===== src/rtl/uart_loopback_fifo_if.sv =====
// Byte-stream bundle between the UART byte ports and the loopback FIFO engine.
// master = UART/top side driving RX bytes and TX status, slave = the engine.
interface uart_loopback_fifo_if #(
    parameter int unsigned DATA_W = 8,
    parameter int unsigned DEPTH  = 16
);
    logic [DATA_W-1:0]        rxData;
    logic                     rxDataValid;
    logic                     txBusy;
    logic [1:0]               mode;
    logic                     clear_ovf;
    logic [DATA_W-1:0]        txData;
    logic                     txDataValid;
    logic [$clog2(DEPTH):0]   fifo_count;
    logic                     fifo_full;
    logic                     fifo_empty;
    logic                     overflow;

    modport master (
        output rxData, rxDataValid, txBusy, mode, clear_ovf,
        input  txData, txDataValid, fifo_count, fifo_full, fifo_empty, overflow
    );

    modport slave (
        input  rxData, rxDataValid, txBusy, mode, clear_ovf,
        output txData, txDataValid, fifo_count, fifo_full, fifo_empty, overflow
    );
endinterface


===== src/rtl/uart_loopback_fifo.sv =====
// Buffered UART byte loopback: RX bytes queue in a FIFO and are replayed to TX
// through a per-byte transform (pass, uppercase, hex dump, discard).
module uart_loopback_fifo #(
    parameter int unsigned DATA_W      = 8,
    parameter int unsigned DEPTH       = 16,
    parameter int unsigned HEX_SEP     = 1,
    parameter int unsigned ACK_TIMEOUT = 4
) (
    input logic                 clk,
    input logic                 rst_n,
    uart_loopback_fifo_if.slave bus
);
    localparam int unsigned PtrW = $clog2(DEPTH);
    localparam int unsigned CntW = PtrW + 1;
    localparam int unsigned ToW  = $clog2(ACK_TIMEOUT + 1);

    localparam logic [1:0] ModePass  = 2'b00;
    localparam logic [1:0] ModeUpper = 2'b01;
    localparam logic [1:0] ModeHex   = 2'b10;
    localparam logic [1:0] ModeDrop  = 2'b11;

    typedef enum logic [1:0] {StIdle, StIssue, StWaitAck, StWaitIdle} state_e;

    state_e              state_q;
    logic [DATA_W-1:0]   mem_q [DEPTH];
    logic [PtrW-1:0]     wr_ptr_q, rd_ptr_q;
    logic [CntW-1:0]     count_q;
    logic                overflow_q;
    logic [DATA_W-1:0]   byte_q;
    logic [1:0]          mode_q;
    logic [1:0]          k_q;
    logic [ToW-1:0]      to_q;
    logic [DATA_W-1:0]   tx_data_q;
    logic                tx_valid_q;

    logic                full, empty, pop, push, drop;
    logic [1:0]          eff_mode;
    logic [1:0]          last_k;
    logic [7:0]          b8, c8;
    logic [DATA_W-1:0]   char_c;

    function automatic logic [7:0] hex_digit(input logic [3:0] n);
        return (n < 4'd10) ? (8'h30 + {4'h0, n}) : (8'h37 + {4'h0, n});
    endfunction

    assign full  = (count_q == CntW'(DEPTH));
    assign empty = (count_q == '0);
    assign pop   = (state_q == StIdle) && !empty && !bus.txBusy;
    // A full FIFO still accepts a byte when the head leaves on the same edge.
    assign push  = bus.rxDataValid && (!full || pop);
    assign drop  = bus.rxDataValid && full && !pop;

    always_comb begin
        eff_mode = bus.mode;
        if (DATA_W != 8 && (bus.mode == ModeUpper || bus.mode == ModeHex)) begin
            eff_mode = ModePass;
        end
    end

    always_comb begin
        b8     = 8'(byte_q);
        c8     = b8;
        last_k = 2'd0;
        unique case (mode_q)
            ModeUpper: begin
                if (b8 >= 8'h61 && b8 <= 8'h7a) c8 = b8 - 8'h20;
            end
            ModeHex: begin
                last_k = (HEX_SEP != 0) ? 2'd2 : 2'd1;
                unique case (k_q)
                    2'd0:    c8 = hex_digit(b8[7:4]);
                    2'd1:    c8 = hex_digit(b8[3:0]);
                    default: c8 = 8'h20;
                endcase
            end
            default: c8 = b8;
        endcase
        char_c = (mode_q == ModePass) ? byte_q : DATA_W'(c8);
    end

    always_ff @(posedge clk) begin
        if (push) mem_q[wr_ptr_q] <= bus.rxData;
    end

    always_ff @(posedge clk or negedge rst_n) begin
        if (!rst_n) begin
            wr_ptr_q   <= '0;
            rd_ptr_q   <= '0;
            count_q    <= '0;
            overflow_q <= 1'b0;
        end else begin
            if (push) wr_ptr_q <= wr_ptr_q + PtrW'(1);
            if (pop)  rd_ptr_q <= rd_ptr_q + PtrW'(1);
            case ({push, pop})
                2'b10:   count_q <= count_q + CntW'(1);
                2'b01:   count_q <= count_q - CntW'(1);
                default: ;
            endcase
            if (drop) begin
                overflow_q <= 1'b1;
            end else if (bus.clear_ovf) begin
                overflow_q <= 1'b0;
            end
        end
    end

    // The strobe is registered out of StIssue, so it is visible while in StWaitAck.
    always_ff @(posedge clk or negedge rst_n) begin
        if (!rst_n) begin
            state_q    <= StIdle;
            byte_q     <= '0;
            mode_q     <= ModePass;
            k_q        <= '0;
            to_q       <= '0;
            tx_data_q  <= '0;
            tx_valid_q <= 1'b0;
        end else begin
            tx_valid_q <= 1'b0;
            unique case (state_q)
                StIdle: begin
                    if (pop) begin
                        byte_q <= mem_q[rd_ptr_q];
                        mode_q <= eff_mode;
                        k_q    <= '0;
                        if (eff_mode != ModeDrop) state_q <= StIssue;
                    end
                end
                StIssue: begin
                    tx_data_q  <= char_c;
                    tx_valid_q <= 1'b1;
                    to_q       <= '0;
                    state_q    <= StWaitAck;
                end
                StWaitAck: begin
                    // Timeout counts from the strobe cycle through the StWaitIdle check.
                    if (bus.txBusy || (int'(to_q) + 2 >= int'(ACK_TIMEOUT))) begin
                        state_q <= StWaitIdle;
                    end else begin
                        to_q <= to_q + ToW'(1);
                    end
                end
                StWaitIdle: begin
                    if (!bus.txBusy) begin
                        if (k_q != last_k) begin
                            k_q     <= k_q + 2'd1;
                            state_q <= StIssue;
                        end else begin
                            state_q <= StIdle;
                        end
                    end
                end
                default: state_q <= StIdle;
            endcase
        end
    end

    assign bus.txData      = tx_data_q;
    assign bus.txDataValid = tx_valid_q;
    assign bus.fifo_count  = count_q;
    assign bus.fifo_full   = full;
    assign bus.fifo_empty  = empty;
    assign bus.overflow    = overflow_q;
endmodule

===== src/flat_wrapper.sv =====
// flat-port wrapper written by rule: the top's interface ports become plain ports
module uart_loopback_fifo_flat 
#(
    parameter int unsigned DATA_W      = 8,
    parameter int unsigned DEPTH       = 16,
    parameter int unsigned HEX_SEP     = 1,
    parameter int unsigned ACK_TIMEOUT = 4
)
  (clk, rst_n, bus_rxData, bus_rxDataValid, bus_txBusy, bus_mode, bus_clear_ovf, bus_txData, bus_txDataValid, bus_fifo_count, bus_fifo_full, bus_fifo_empty, bus_overflow);
  uart_loopback_fifo_if #(.DATA_W(DATA_W), .DEPTH(DEPTH)) bus_i ();
  input logic clk;
  input logic rst_n;
  input wire logic [$bits(bus_i.rxData)-1:0] bus_rxData;
  input wire logic [$bits(bus_i.rxDataValid)-1:0] bus_rxDataValid;
  input wire logic [$bits(bus_i.txBusy)-1:0] bus_txBusy;
  input wire logic [$bits(bus_i.mode)-1:0] bus_mode;
  input wire logic [$bits(bus_i.clear_ovf)-1:0] bus_clear_ovf;
  output wire logic [$bits(bus_i.txData)-1:0] bus_txData;
  output wire logic [$bits(bus_i.txDataValid)-1:0] bus_txDataValid;
  output wire logic [$bits(bus_i.fifo_count)-1:0] bus_fifo_count;
  output wire logic [$bits(bus_i.fifo_full)-1:0] bus_fifo_full;
  output wire logic [$bits(bus_i.fifo_empty)-1:0] bus_fifo_empty;
  output wire logic [$bits(bus_i.overflow)-1:0] bus_overflow;
  assign bus_i.rxData = bus_rxData;
  assign bus_i.rxDataValid = bus_rxDataValid;
  assign bus_i.txBusy = bus_txBusy;
  assign bus_i.mode = bus_mode;
  assign bus_i.clear_ovf = bus_clear_ovf;
  assign bus_txData = bus_i.txData;
  assign bus_txDataValid = bus_i.txDataValid;
  assign bus_fifo_count = bus_i.fifo_count;
  assign bus_fifo_full = bus_i.fifo_full;
  assign bus_fifo_empty = bus_i.fifo_empty;
  assign bus_overflow = bus_i.overflow;
  uart_loopback_fifo #(.DATA_W(DATA_W), .DEPTH(DEPTH), .HEX_SEP(HEX_SEP), .ACK_TIMEOUT(ACK_TIMEOUT)) u_core (.clk(clk), .rst_n(rst_n), .bus(bus_i));
endmodule

===== config.mk =====
export PLATFORM = sky130hd
export DESIGN_NAME = uart_loopback_fifo_flat
export DESIGN_NICKNAME = d
export VERILOG_FILES = /design/src/rtl/uart_loopback_fifo_if.sv /design/src/rtl/uart_loopback_fifo.sv /design/src/flat_wrapper.sv
export SDC_FILE = /design/constraint.sdc
export NUM_CORES = 1
export LEC_CHECK = 0
export CAP_MARGIN = 40
export CORE_MARGIN = 8
export CORE_UTILIZATION = 40
export DETAILED_ROUTE_END_ITERATION = 16
export PLACE_DENSITY_LB_ADDON = 0.25
export SLEW_MARGIN = 5
export SYNTH_ARGS = -nofsm -noshare
export SYNTH_HDL_FRONTEND = slang
export SYNTH_SLANG_ARGS = --single-unit
export TNS_END_PERCENT = 100

===== constraint.sdc =====
create_clock -name clk -period 4.3 [get_ports clk]
set_input_delay 1.075 -clock clk [delete_from_list [all_inputs] [get_ports clk]]
set_output_delay 1.075 -clock clk [all_outputs]
set_load 0.05 [all_outputs]

Word level (Yosys, flattened, before mapping)
Memories as Yosys holds them, arrays and structs flattened. A register that Yosys moved wholly into a read port is not among the register bits. Cells that the tools add are included.

$add $sub $neg: 12. $lt $le $gt $ge: 5. Equal/unequal tests: 17. Mux-type cells: 25. Reductions and logical operators: 25.

Operator list (number): greater-or-equal comparator 32 x 4 -> 1 bit, second input constant (1); two-way mux 8 bit (4); case mux 8 bit (2 select lines) (2); adder 6 x 4 -> 7 bit, first input constant (4); two-way mux 2 bit (8); case mux 5 bit (2 select lines) (1); adder 4 x 1 -> 4 bit, second input constant (2); == test 2 x 1 -> 1 bit, second input constant (4); == test 2 bit, second input constant (4); greater-or-equal comparator 8 x 7 -> 1 bit, second input constant (1); <= comparator 8 x 7 -> 1 bit, second input constant (1); less-than comparator 4 bit, second input constant (2); != test 2 bit, second input constant (4); case mux 2 bit (4 select lines) (1); AND reduction 4 bit (2); nonzero test 2 bit (4); subtractor 8 x 6 -> 8 bit, second input constant (1); logical AND 1 bit (6); zero test 2 bit (3); two-way mux 1 bit (6); != test 2 x 1 -> 1 bit, second input constant (3); case mux 3 bit (2 select lines) (1); adder 5 x 1 -> 5 bit, second input constant (1); == test 5 bit, second input constant (1); other kinds (11) (17).

Bits in registers: 32. RAM bits: 128. Input bits: 15. Output and inout bits: 17. Word-level logic and storage cells: 95. Memories kept: 1.

Memories: u_core.mem_q (depth 16, bits a word 8, read ports 1, clocked after Yosys merged registers in 1, write ports 1, line uart_loopback_fifo.sv:25) `logic [DATA_W-1:0] mem_q [DEPTH];`.

Depth between registers and ports, before layout
Depth after elaboration: 8. Mapped depth: 13. Gate-level depth less buffers: 12.

Worst setup path before layout
OpenSTA, ideal clock, no wires.

Kind: reg-to-reg. From: register u_core.count_q[2] (netlist: u_core.bus.fifo_count[2]). To: register u_core.count_q[4] (netlist: u_core.bus.fifo_count[4]). Arrival: 3172 ps. Setup slack: 1005 ps. Cell stages (with the launch flop): 14. Buffers on the path: 2. Path through: dfrtp_1 > buf_2 > nor4_2 > and2_1 > a21boi_4 > inv_1 > ha_1 > clkbuf_1 > xor2_1 > ha_1 > o211a_1 > o31ai_1 > a31oi_1 > xnor2_1.

Elaborated cells on any way between the ends: 14. Classes of those cells: 2 x add/sub; 3 x eq/ne; 1 x mux; 8 x reduce/logical.

RTL lines: start: declaration (line uart_loopback_fifo.sv:27) `logic [CntW-1:0] count_q;`; start signal: assignment (line uart_loopback_fifo.sv:95) `2'b10: count_q <= count_q + CntW'(1);`; start signal: assignment (line uart_loopback_fifo.sv:96) `2'b01: count_q <= count_q - CntW'(1);`; == test 5 bit * (line uart_loopback_fifo.sv:46) `assign full = (count_q == CntW'(DEPTH));`; named net bus_fifo_full (line flat_wrapper.sv:21) `output wire logic [$bits(bus_i.fifo_full)-1:0] bus_fifo_full;`; zero test 1 bit * (line uart_loopback_fifo.sv:50) `assign push = bus.rxDataValid && (!full || pop);`; logical OR 1 bit * (line uart_loopback_fifo.sv:50); logical AND 1 bit * (line uart_loopback_fifo.sv:50); == test 2 x 1 -> 1 bit / == test 2 bit (equally long branches) (line uart_loopback_fifo.sv:94) `case ({push, pop})`; case mux 5 bit (2 select lines) / nonzero test 2 bit (equally long branches).

The timed path passes the listed nets; every way through them passes the cells marked *. A chain may end at the register's enable or synchronous reset.

Worst setup path after layout
From: register u_core.count_q[1] (netlist: u_core.bus.fifo_count[1]). To: output port bus_fifo_full.

Longest elaborated chain between the ends: 1.

Ends and longest elaborated chain (line): == test 5 bit (uart_loopback_fifo.sv:46); end: declaration (flat_wrapper.sv:21).

No other way between the ends.

==> reports/qor.txt <==
Maximum VDD drop: 0.312 mV
TritonCTS Buffers: 17
Gr usage total: 0.136
Minimum clock period: 3.51 ns
CP max FO: 8
Fin Setup TNS: 0 ns
Area contributors post-synth: edfxtp_1 51%, dfrtp_1 13%, mux4_2 9.5%, ha_1 4.6%, mux2i_1 2.2%
CP arrival: 2.43 ns
Ant diodes: 0
Full die area: 0.0236 mm^2
Final slew viol count: 0
Syn avg cell area: 15.3 um^2
Final hold violation count: 0
P_leak: 3.10 nW
Yosys warnings: 0
Ys flop type: edfxtp_1
Largest net degree at the start of global routing: 37
Post-synthesis register bit count: 168
CTS Buffer Depth: 2
Most common cell after layout, fill and taps aside: edfxtp_1
RSZ-0062 raised after global routing: false
Die H: 154 um
Routed wl met2: 7540 um
Worst-Margin Slew: 0.850 ns
Commonest non-fill, non-tap cells in the layout: 128 x edfxtp_1, 40 x nand2_1, 38 x dfrtp_1
Netlist cell types: 59
Total vias in the final route: 4202
Post-Syn Nets: 539
Critical path class: register to output port
Layout cells sized above 1: 0.156
Nature of the critical path startpoint: register
CP required: 3.22 ns
Fmax: 0.285 GHz
DRT iter0 DRCs: 190
Post-CTS sizing: 0
Routed WL per cell: 19.8 um
Top sig layer: met4
Initial antenna violation count: 0
Core area: 0.0186 mm^2
Period utilization: 0.816
Post-synth top area cell: edfxtp_1
Hpwl dp: 10100 um
Outcome: finished, final reports clean
Clk root buf: clkbuf_16
Layout Area Growth over Synthesis: 14.5%
CTS clk-pin slew, worst paths: 0.06 ns
Clock Sinks: 168
Die W: 154 um
Filler Cell Count: 1610
Global route total overflow: 0
WL met3: 564 um
Final setup fails: 0
Cell area after synthesis: 0.00758 mm^2
Final non-filler cell total: 774
Post-CTS setup repair buffer count: 0
Worst min-delay path class: input port to async pin
First-pass GRT wire length: 24500 um
Cell Rows: 50
Worst-Skew Late Latency: 0.43 ns
Worst Skew: 0.00693 ns
Routed WL: 15300 um
CTS tree: yes
Post-DRT Antenna Nets: 0
NumNets Final: 570
Post-synth EDFFs: 128
Total iterations of the first detailed-routing run: 4
Initial Util: 0.407
Wl on met1: 6950 um
Top-area cell type share of the netlist area: 0.507
Mapped Cells: 496
Max-cap check violation count: 0
Register area share after synthesis: 0.639
Fraction of registers with async set/reset: 0.238
Power density cells: 698 mW/mm^2
Slew headroom: 0.433
Hold buffer count at CTS: 0
Placement Cell Area: 0.00807 mm^2
GP Congestion: 0.801
Placed insts: 742
# DRC: 0
H-tree Lvls: 4
Vias in the first global route: 4351
Ports: 32
Port-buffer cells: 31
Crit path capture type: output port
Finished Cell Area: 0.00868 mm^2
DR vias/cell: 5.43
power breakdown:
| part | switching, W | internal [W] | leakage, nW |
|---|---|---|---|
| sequential | 0.000369 | 0.00205 | 1.65 |
| clock | 0.000664 | 0.000931 | 0.299 |
| combinational | 0.00116 | 0.000880 | 1.15 |
through the flow:
step	total power [W]	setup WS [ns]	hold slack, ns	util
floorplan	0.00396	1.00	0.488	-
global placement	0.00444	0.574	0.468	0.430
detailed placement	0.00452	0.460	0.475	0.433
CTS	0.00612	0.722	0.449	0.466
global route	0.00642	0.644	0.457	0.466
finish	0.00606	0.793	0.464	0.466
cells by family after synthesis:
| group | count (synthesis) | share of synthesized area |
|---|---|---|
| buffers and inverters | 52 | 0.0396 |
| AND/OR/NAND/NOR | 101 | 0.0647 |
| adder cells (fa/ha/maj) | 28 | 0.0462 |
| multiplexers | 51 | 0.120 |
| flip-flops | 168 | 0.639 |
| AO/OA/AOI/OAI | 81 | 0.0731 |
| XOR/XNOR | 15 | 0.0173 |
cell usage after synthesis, types with 6 or more instances:
cell type and instances:
nand2_1 40, o221ai_1 8, mux2i_1 17, o21ai_0 18, edfxtp_1 128, xnor2_1 10, buf_2 9, nor2_1 27
clkbuf_8 6, mux4_2 32, a21oi_1 17, dfrtp_1 40, nor3_1 9, ha_1 28, inv_1 24
registers in the layout (all words and copies together), names as in the netlist:
register,flops
u_core.wr_ptr_q,4
u_core.bus.overflow,1
u_core.b8,8
u_core.k_q,2
u_core.bus.fifo_count,5
u_core.bus.txData,8
u_core.bus.txDataValid,1
u_core.state_q,2
u_core.to_q,3
u_core.rd_ptr_q,4
u_core.mem_q,128
u_core.mode_q,2
critical path: stages, from the launching register on:
cell and delay, ns:
dfrtp_1 0.47, nor4_2 0.40, and2_1 0.28, clkdlybuf4s50_1 0.85
metal layers:
layer | up-vias | track usage
li1 | 1954 | -
met1 | 2136 | 0.172
met2 | 86 | 0.222
met3 | 26 | 0.0356
met4 | 0 | 0.0495
met5 | - | 0
layout make-up:
type	instances	area, um^2	share of cell area
flip-flops and latches	168	4850	0.558
multi-input cells	276	2440	0.281
well taps	234	293	0.0337
inverters	25	93.8	0.0108
clock inverters	14	184	0.0212
clock buffers	18	429	0.0494
repair buffers	39	398	0.0458
path summary, 6_finish.rpt:
check / depth (start not counted) / startpoint / slack, ns / to
worst max-delay path: 3 / u_core.bus.fifo_count[1] / 0.79 / bus_fifo_full
worst min register to register: 1 / u_core.bus.txData[4] / 0.49 / u_core.bus.txData[4]
worst min-delay path: 1 / rst_n / 0.46 / u_core.bus.fifo_count[3]
max in group asynchronous: 2 / rst_n / 3.41 / u_core.rd_ptr_q[2]
min in group clk: 1 / u_core.bus.txData[4] / 0.49 / u_core.bus.txData[4]
worst max register to register: 12 / u_core.state_q[0] / 1.32 / u_core.bus.fifo_count[4]
Power figures use the tool's default switching activity.
